### src/rtl/grf_writeback.sv
// Writeback stage plus 32x32 general register file.
// Selects the W-stage result, commits it to the array, serves two
// D-stage read ports with write-through bypass, and counts retired
// (non-bubble) instructions.
module grf_writeback #(
  parameter logic [31:0] RESET_PC_BASE = 32'h0000_3000
) (
  input  logic        clk,
  input  logic        reset,
  input  logic [31:0] W_Instr,
  input  logic [31:0] W_PC,
  input  logic [4:0]  W_A3,
  input  logic [31:0] W_ALU_result,
  input  logic [31:0] W_data,
  input  logic        W_jump,
  input  logic        W_judge,
  input  logic [4:0]  D_rs_addr,
  input  logic [4:0]  D_rt_addr,
  output logic [31:0] D_rs_data,
  output logic [31:0] D_rt_data,
  output logic        W_we,
  output logic [31:0] W_wdata,
  output logic [31:0] retired
);

  localparam logic [5:0] OpRegimm = 6'b000001;
  localparam logic [5:0] OpLw     = 6'b100011;
  localparam logic [5:0] OpLh     = 6'b100001;
  localparam logic [5:0] OpLhu    = 6'b100101;
  localparam logic [5:0] OpLb     = 6'b100000;
  localparam logic [5:0] OpLbu    = 6'b100100;

  // Bubbles are identified by a zero instruction word alone; the base
  // PC is kept on the interface for compatibility with the W register.
  logic unused_pc_base;
  assign unused_pc_base = ^RESET_PC_BASE;

  logic [31:0] grf_q [32];
  logic [31:0] grf_d [32];
  logic [31:0] retired_q, retired_d;

  logic [5:0] op;
  logic       is_load;
  logic       is_bubble;
  logic       link_not_taken;

  // Decode and writeback value/enable selection.
  always_comb begin
    op             = W_Instr[31:26];
    is_bubble      = (W_Instr == 32'h0000_0000);
    is_load        = (op == OpLw) || (op == OpLh) || (op == OpLhu) ||
                     (op == OpLb) || (op == OpLbu);
    // REGIMM conditional links only write the link register when taken.
    link_not_taken = W_jump && (op == OpRegimm) && !W_judge;
    W_we           = (W_A3 != 5'd0) && !link_not_taken;
    if (W_jump) begin
      W_wdata = W_PC + 32'd8;
    end else if (is_load) begin
      W_wdata = W_data;
    end else begin
      W_wdata = W_ALU_result;
    end
  end

  // Next-state for the array and the retired counter.
  always_comb begin
    grf_d = grf_q;
    if (W_we) begin
      grf_d[W_A3] = W_wdata;
    end
    retired_d = is_bubble ? retired_q : retired_q + 32'd1;
  end

  // State registers; reset discards any write presented in the same cycle.
  always_ff @(posedge clk) begin
    if (reset) begin
      for (int i = 0; i < 32; i++) begin
        grf_q[i] <= 32'h0000_0000;
      end
      retired_q <= 32'h0000_0000;
    end else begin
      for (int i = 0; i < 32; i++) begin
        grf_q[i] <= grf_d[i];
      end
      retired_q <= retired_d;
    end
  end

  // Read ports with write-through bypass of the W-stage destination.
  always_comb begin
    if (D_rs_addr == 5'd0) begin
      D_rs_data = 32'h0000_0000;
    end else if (W_we && (D_rs_addr == W_A3)) begin
      D_rs_data = W_wdata;
    end else begin
      D_rs_data = grf_q[D_rs_addr];
    end

    if (D_rt_addr == 5'd0) begin
      D_rt_data = 32'h0000_0000;
    end else if (W_we && (D_rt_addr == W_A3)) begin
      D_rt_data = W_wdata;
    end else begin
      D_rt_data = grf_q[D_rt_addr];
    end
  end

  assign retired = retired_q;

endmodule

### config.mk
export PLATFORM = sky130hd
export DESIGN_NAME = grf_writeback
export DESIGN_NICKNAME = d
export VERILOG_FILES = /design/src/rtl/grf_writeback.sv
export SDC_FILE = /design/constraint.sdc
export NUM_CORES = 2
export LEC_CHECK = 0
export CORE_MARGIN = 5
export CORE_UTILIZATION = 38
export CTS_CLUSTER_DIAMETER = 40
export DETAILED_ROUTE_END_ITERATION = 7
export SLEW_MARGIN = 40
export SYNTH_ARGS = -nofsm -noshare
export SYNTH_HDL_FRONTEND = slang
export SYNTH_SLANG_ARGS = --single-unit
export TNS_END_PERCENT = 10
### constraint.sdc
create_clock -name clk -period 7 [get_ports clk]
set_input_delay 1.75 -clock clk [delete_from_list [all_inputs] [get_ports clk]]
set_output_delay 1.75 -clock clk [all_outputs]
set_load 0.1 [all_outputs]
Word-level counts from Yosys, hierarchy flattened
Index checks and enable logic that the tools add are counted.
{ "classes": {"add_sub_neg": 2, "eq_ne": 8, "magnitude_cmp": 4, "mux": 15, "n_reduce_logical": 16, "bitwise": 3} }
{ "ops": {"columns": ["operator", "n"], "rows": [
  ["$bwmux W1024", 1],
  ["$mux W32", 11],
  ["$bmux W32 S5", 2],
  ["$demux W32 S5", 1],
  ["$add A32 B1 Y32 const B", 1],
  ["$add A32 B4 Y32 const B", 1],
  ["$logic_not A32 Y1", 1],
  ["$eq A6 B6 Y1 const B", 5],
  ["$ge A6 B6 Y1 const B", 3],
  ["$not A5 Y6", 3],
  ["$eq A5 B5 Y1", 2],
  ["$logic_not A5 Y1", 2],
  ["$eq A6 B1 Y1 const B", 1],
  ["$logic_and A1 B1 Y1", 6],
  ["$lt A6 B1 Y1 const B", 1],
  ["$reduce_bool A5 Y1", 1],
  ["$logic_or A1 B1 Y1", 4],
  ["$logic_not A1 Y1", 2]
]} }
{ "word_totals": {"word_cells": 81, "input_bits": 147, "ff_bits": 1056, "out_inout_bits": 129} }

Longest topological paths before layout
{ "depth": {"ltp_word": 9, "mapped_depth": 11, "mapped_depth_nobuf": 8} }

Least setup slack after synthesis
OpenSTA, ideal clock, no wires.
{ "synth_path": {"kind": "input-to-output", "start": "input W_Instr[26]", "end": "output D_rs_data[25]", "required_ps": 5250, "setup_slack_ps": -1461, "stages": 7, "path_buffers": 2, "arrival_time_ps": 6711, "cell_sequence": "and3b_1 > and3_1 > buf_2 > a21oi_1 > nand4_1 > clkbuf_1 > a211oi_1"} }
{ "synth_between": {"word_cells_on_any_way": 19, "cone_classes": "eq/ne: 6; mux: 4; reduce/logical: 9"} }
{ "synth_lines": {"columns": ["item", "line", "source"], "rows": [
  ["start: declaration", "10", "input logic [31:0] W_Instr,"],
  ["$eq A6 B1 Y1", "54", "link_not_taken = W_jump && (op == OpRegimm) && !W_judge;"],
  ["$logic_and A1 B1 Y1 (2 in series)", "54", null],
  ["$logic_not A1 Y1", "55", "W_we = (W_A3 != 5'd0) && !link_not_taken;"],
  ["$logic_and A1 B1 Y1", "55", null],
  ["via W_we", "21", "output logic W_we,"],
  ["$logic_and A1 B1 Y1", "93", "end else if (W_we && (D_rs_addr == W_A3)) begin"],
  ["$mux W32", "93", null],
  ["$mux W32", "91", "if (D_rs_addr == 5'd0) begin"],
  ["end: declaration", "19", "output logic [31:0] D_rs_data,"]
]} }
The timed path passes the listed nets, and every way through them passes these cells.

Worst setup path in the final report
{ "layout_path": {"start": "input W_Instr[31]", "end": "output D_rt_data[3]"} }
{ "layout_between": {"elab_chain_cells": 9, "word_cells_on_any_way": 19, "cone_classes": "eq/ne: 6; mux: 4; reduce/logical: 9"} }
{ "layout_lines": {"columns": ["item", "line", "source"], "rows": [
  ["$eq A6 B6 Y1", "51", "is_load = (op == OpLw) || (op == OpLh) || (op == OpLhu) ||"],
  ["$logic_or A1 B1 Y1 (3 in series)", "51", null],
  ["$logic_or A1 B1 Y1", "52", "(op == OpLb) || (op == OpLbu);"],
  ["$mux W32", "58", "end else if (is_load) begin"],
  ["$mux W32", "56", "if (W_jump) begin"],
  ["$mux W32 *", "101", "end else if (W_we && (D_rt_addr == W_A3)) begin"],
  ["$mux W32 *", "99", "if (D_rt_addr == 5'd0) begin"],
  ["end: declaration", "20", "output logic [31:0] D_rt_data,"]
]} }
Every way passes the cells marked *; elsewhere a longest branch is shown, timed or not.

==> flow_summary.yaml <==
die:
  initial_core_util_pct: 38.1
  die_x_um: 394
  rows: 141
  ios: 276
  core_mm2: 0.147
  die_y_um: 394
  dieArea_mm2: 0.156
global_route:
  grt_max_degree: 196
  antenna_found_initial: 17
  grt_overflow: 0
  gr-usage-met1_pct: 39.4
  grt_busiest_layer: "met2"
  grt.met2_usage_pct: 44.1
  grtUsageMet3_pct: 9.65
  grtUsageTotal_pct: 30.3
  grt_pass1_wl_um: 351000
  first_global_vias: 49776
layout:
  area_growth_syn_to_layout_pct: 21.1
  layout.nets: 6548
  register_area_mm2: 0.0211
  drive_gt1_share_pct: 19.8
  fillerInstances: 13734
  multi_input_area_mm2: 0.0326
yosys:
  synthArstFlopShare_pct: 0
  syn_area_mm2: 0.0561
  syn_inst: 6353
  synth-edff-count: 0
  synth_warnings: 0
  avgSynthCellArea_um2: 8.84
  synthDistinctLibCells: 63
  ys.flop_type: "dfxtp_1"
  ys_seq_area_share_pct: 37.7
  netlist.area_leader.share_pct: 37.7
  yosysTopAreaCell: "dfxtp_1"
  ys_ff_latch: 1056
  syn_nets: 6502
  synthTopCellsByArea: "dfxtp_1 (38%), mux4_2 (19%), nand2_1 (12%)"
sta:
  max_freq_mhz: 144
  setup_ws_ns: 0.0522
  hold_violations: 0
  rsz0062_at_grt: "false"
  whs_ns: 0.464
  fin_skew_ns: 0.00932
  maxSlewViolCount: 0
  fin_crit_sh_pct: 99.3
  maxSlewHeadroom_pct: 38.2
  worstMarginPinSlew_ns: 0.923
  fin_setup_tns_ns: 0
  finalSetupViolCount: 0
  finalCriticalPeriod_ns: 6.95
clock_network:
  cts_tree: "yes"
  cts_inserted_buffers: 156
  post_cts_buffers: 0
  cts_root_buf: "clkbuf_16"
  cts_buffer_depth: 3
  htree_levels: 4
  ctsHoldBuffers: 0
  clk_pin_slew_ns: 0.06
  worst_skew_pair.late_latency_ns: 0.79
  clock-sinks: 1056
  ctsResizeCount: 0
power:
  peakVddDrop_mv: 0.278
  p_per_area_mw_per_mm2: 246
  leakagePower_nw: 22.6
detailed_routing:
  drt_wl_total_um: 245000
  first_pass_iters: 7
  ant_nets: 0
  drcViolationCount: 0
  avgViaCountPerCell: 6.23
  dr_total_vias: 52774
  drt_iter0_markers: 7529
  wl_per_cell_um: 28.9
worst_hold_path:
  hold_depth: 2
  worstHoldPathType: "flip-flop to flip-flop"
placed_design:
  port_buffers: 275
  gp_congestion: 0.951
  place_ws_ns: 0.0680
  hpwlAfterDp_um: 156000
worst_setup_path:
  cp_max_fo: 14
  required_ns: 5.25
  worstSetupEndpointType: "output pin"
  critPathKind: "input pin to output pin"
  cp-start-kind: "input pin"
  ff2ff_setup_slack_ns: 4.11
  arrival_ns: 5.20
  reg2regPathDepth: 6
run_status:
  outcome: "finished clean"
flow_run:
  cap_violations: 0
==> kinds of logic after synthesis <==
| kind of cell | after synthesis | synth area share, % |
|---|---|---|
| simple gates | 2379 | 17.8 |
| compound gates | 1493 | 15.6 |
| flops | 1056 | 37.7 |
| buf+inv | 694 | 5.33 |
| mux | 684 | 22.9 |
| xor+xnor | 45 | 0.702 |
| fa+ha+maj | 2 | 0.0446 |
==> where the power goes <==
group	total, mW	internal [mW]	leakage, nW	switching [mW]
Clock	8.09	4.89	2.57	3.20
Sequential	6.16	6.10	8.52	0.0612
Combinational	2.46	0.776	11.5	1.68
==> cell usage in the layout, fill, tap and decap left out, types with 12 or more instances in the layout <==
master / n
a211oi_1: 211
a21oi_1: 968
a221oi_1: 40
a22oi_1: 72
a31oi_1: 49
buf_12: 140
buf_2: 34
buf_4: 237
bufinv_16: 14
clkbuf_1: 17
clkbuf_16: 158
clkbuf_8: 16
clkdlybuf4s50_1: 134
clkinv_2: 20
clkinv_4: 15
clkinvlp_4: 24
dfxtp_1: 1056
inv_1: 21
inv_6: 13
mux2i_1: 200
mux4_2: 480
nand2_1: 1739
nand2_2: 16
nand3_1: 53
nand3b_1: 64
nor2_1: 204
nor2_4: 12
nor2b_1: 133
nor3_1: 37
nor3_2: 12
nor4_1: 18
o21ai_0: 35
o31ai_1: 62
or3_1: 14
xnor2_1: 34
==> cells in the mapped netlist, drive strengths merged (3+ instances only) <==
cell type	n
nand2	1760
dfxtp	1056
a21oi	980
mux4	480
clkbuf	430
buf	239
nor2	220
a211oi	217
mux2i	204
nor2b	135
a22oi	72
nand3b	64
o31ai	63
a31oi	59
nand3	54
nor3	50
o21ai	44
a221oi	40
xnor2	35
inv	23
nor4	19
or3	14
and2	10
nand4	10
xor2	10
o211ai	8
or4	8
and3	7
and4	6
and3b	5
nor3b	5
nand2b	4
nor4b	3
==> critical path: stages <==
cell             delay [ns]
clkdlybuf4s50_1        0.50
or3b_1                 0.57
a21oi_4                0.43
buf_12                 0.22
mux2i_1                0.12
mux2i_4                0.45
nor2_1                 0.10
a21oi_1                0.62
buf_4                  0.24
buf_12                 0.17
==> state kept, by name, summed over array words and instances, names as in the netlist <==
name and flops:
grf_q 1024, retired 32
==> final cells by class <==
| type | instances | area share (%) |
|---|---|---|
| Antenna cell | 7 | 0.0258 |
| Inverter | 25 | 0.145 |
| Sequential cell | 1056 | 31.1 |
| Timing Repair Buffer | 557 | 9.30 |
| Tap cell | 1930 | 3.55 |
| Clock inverter | 98 | 1.68 |
| Clock buffer | 191 | 6.23 |
| Multi-Input combinational cell | 4603 | 48.0 |
==> routing by layer <==
metal	share of wire [%]	vias up
li1	-	22742
met3	14	824
met4	7.1	10
met5	0.028	-
met2	42	3583
met1	37	25615
==> worst paths after layout <==
check | startpoint | end
hold / removal | grf_q[924] | grf_q[924]
hold reg to reg | grf_q[924] | grf_q[924]
setup / recovery | W_Instr[31] | D_rt_data[3]
setup reg to reg | retired[8] | retired[31]
==> metrics by stage <==
| step | std cells | power, mW | area, um^2 | util, % |
|---|---|---|---|---|
| 5_1_grt | 8465 | 17.1 | 68000 | 46.1 |
| 6_report | 8467 | 16.7 | 68000 | 46.1 |
| 2_1_floorplan | 6353 | 7.65 | 56200 | - |
| 3_3_place_gp | 8163 | 8.67 | 62500 | 42.4 |
| 3_5_place_dp | 8167 | 8.69 | 62500 | 42.4 |
| 4_1_cts | 8456 | 16.7 | 67900 | 46.1 |
Note: power is estimated with default switching activity, not from simulation.
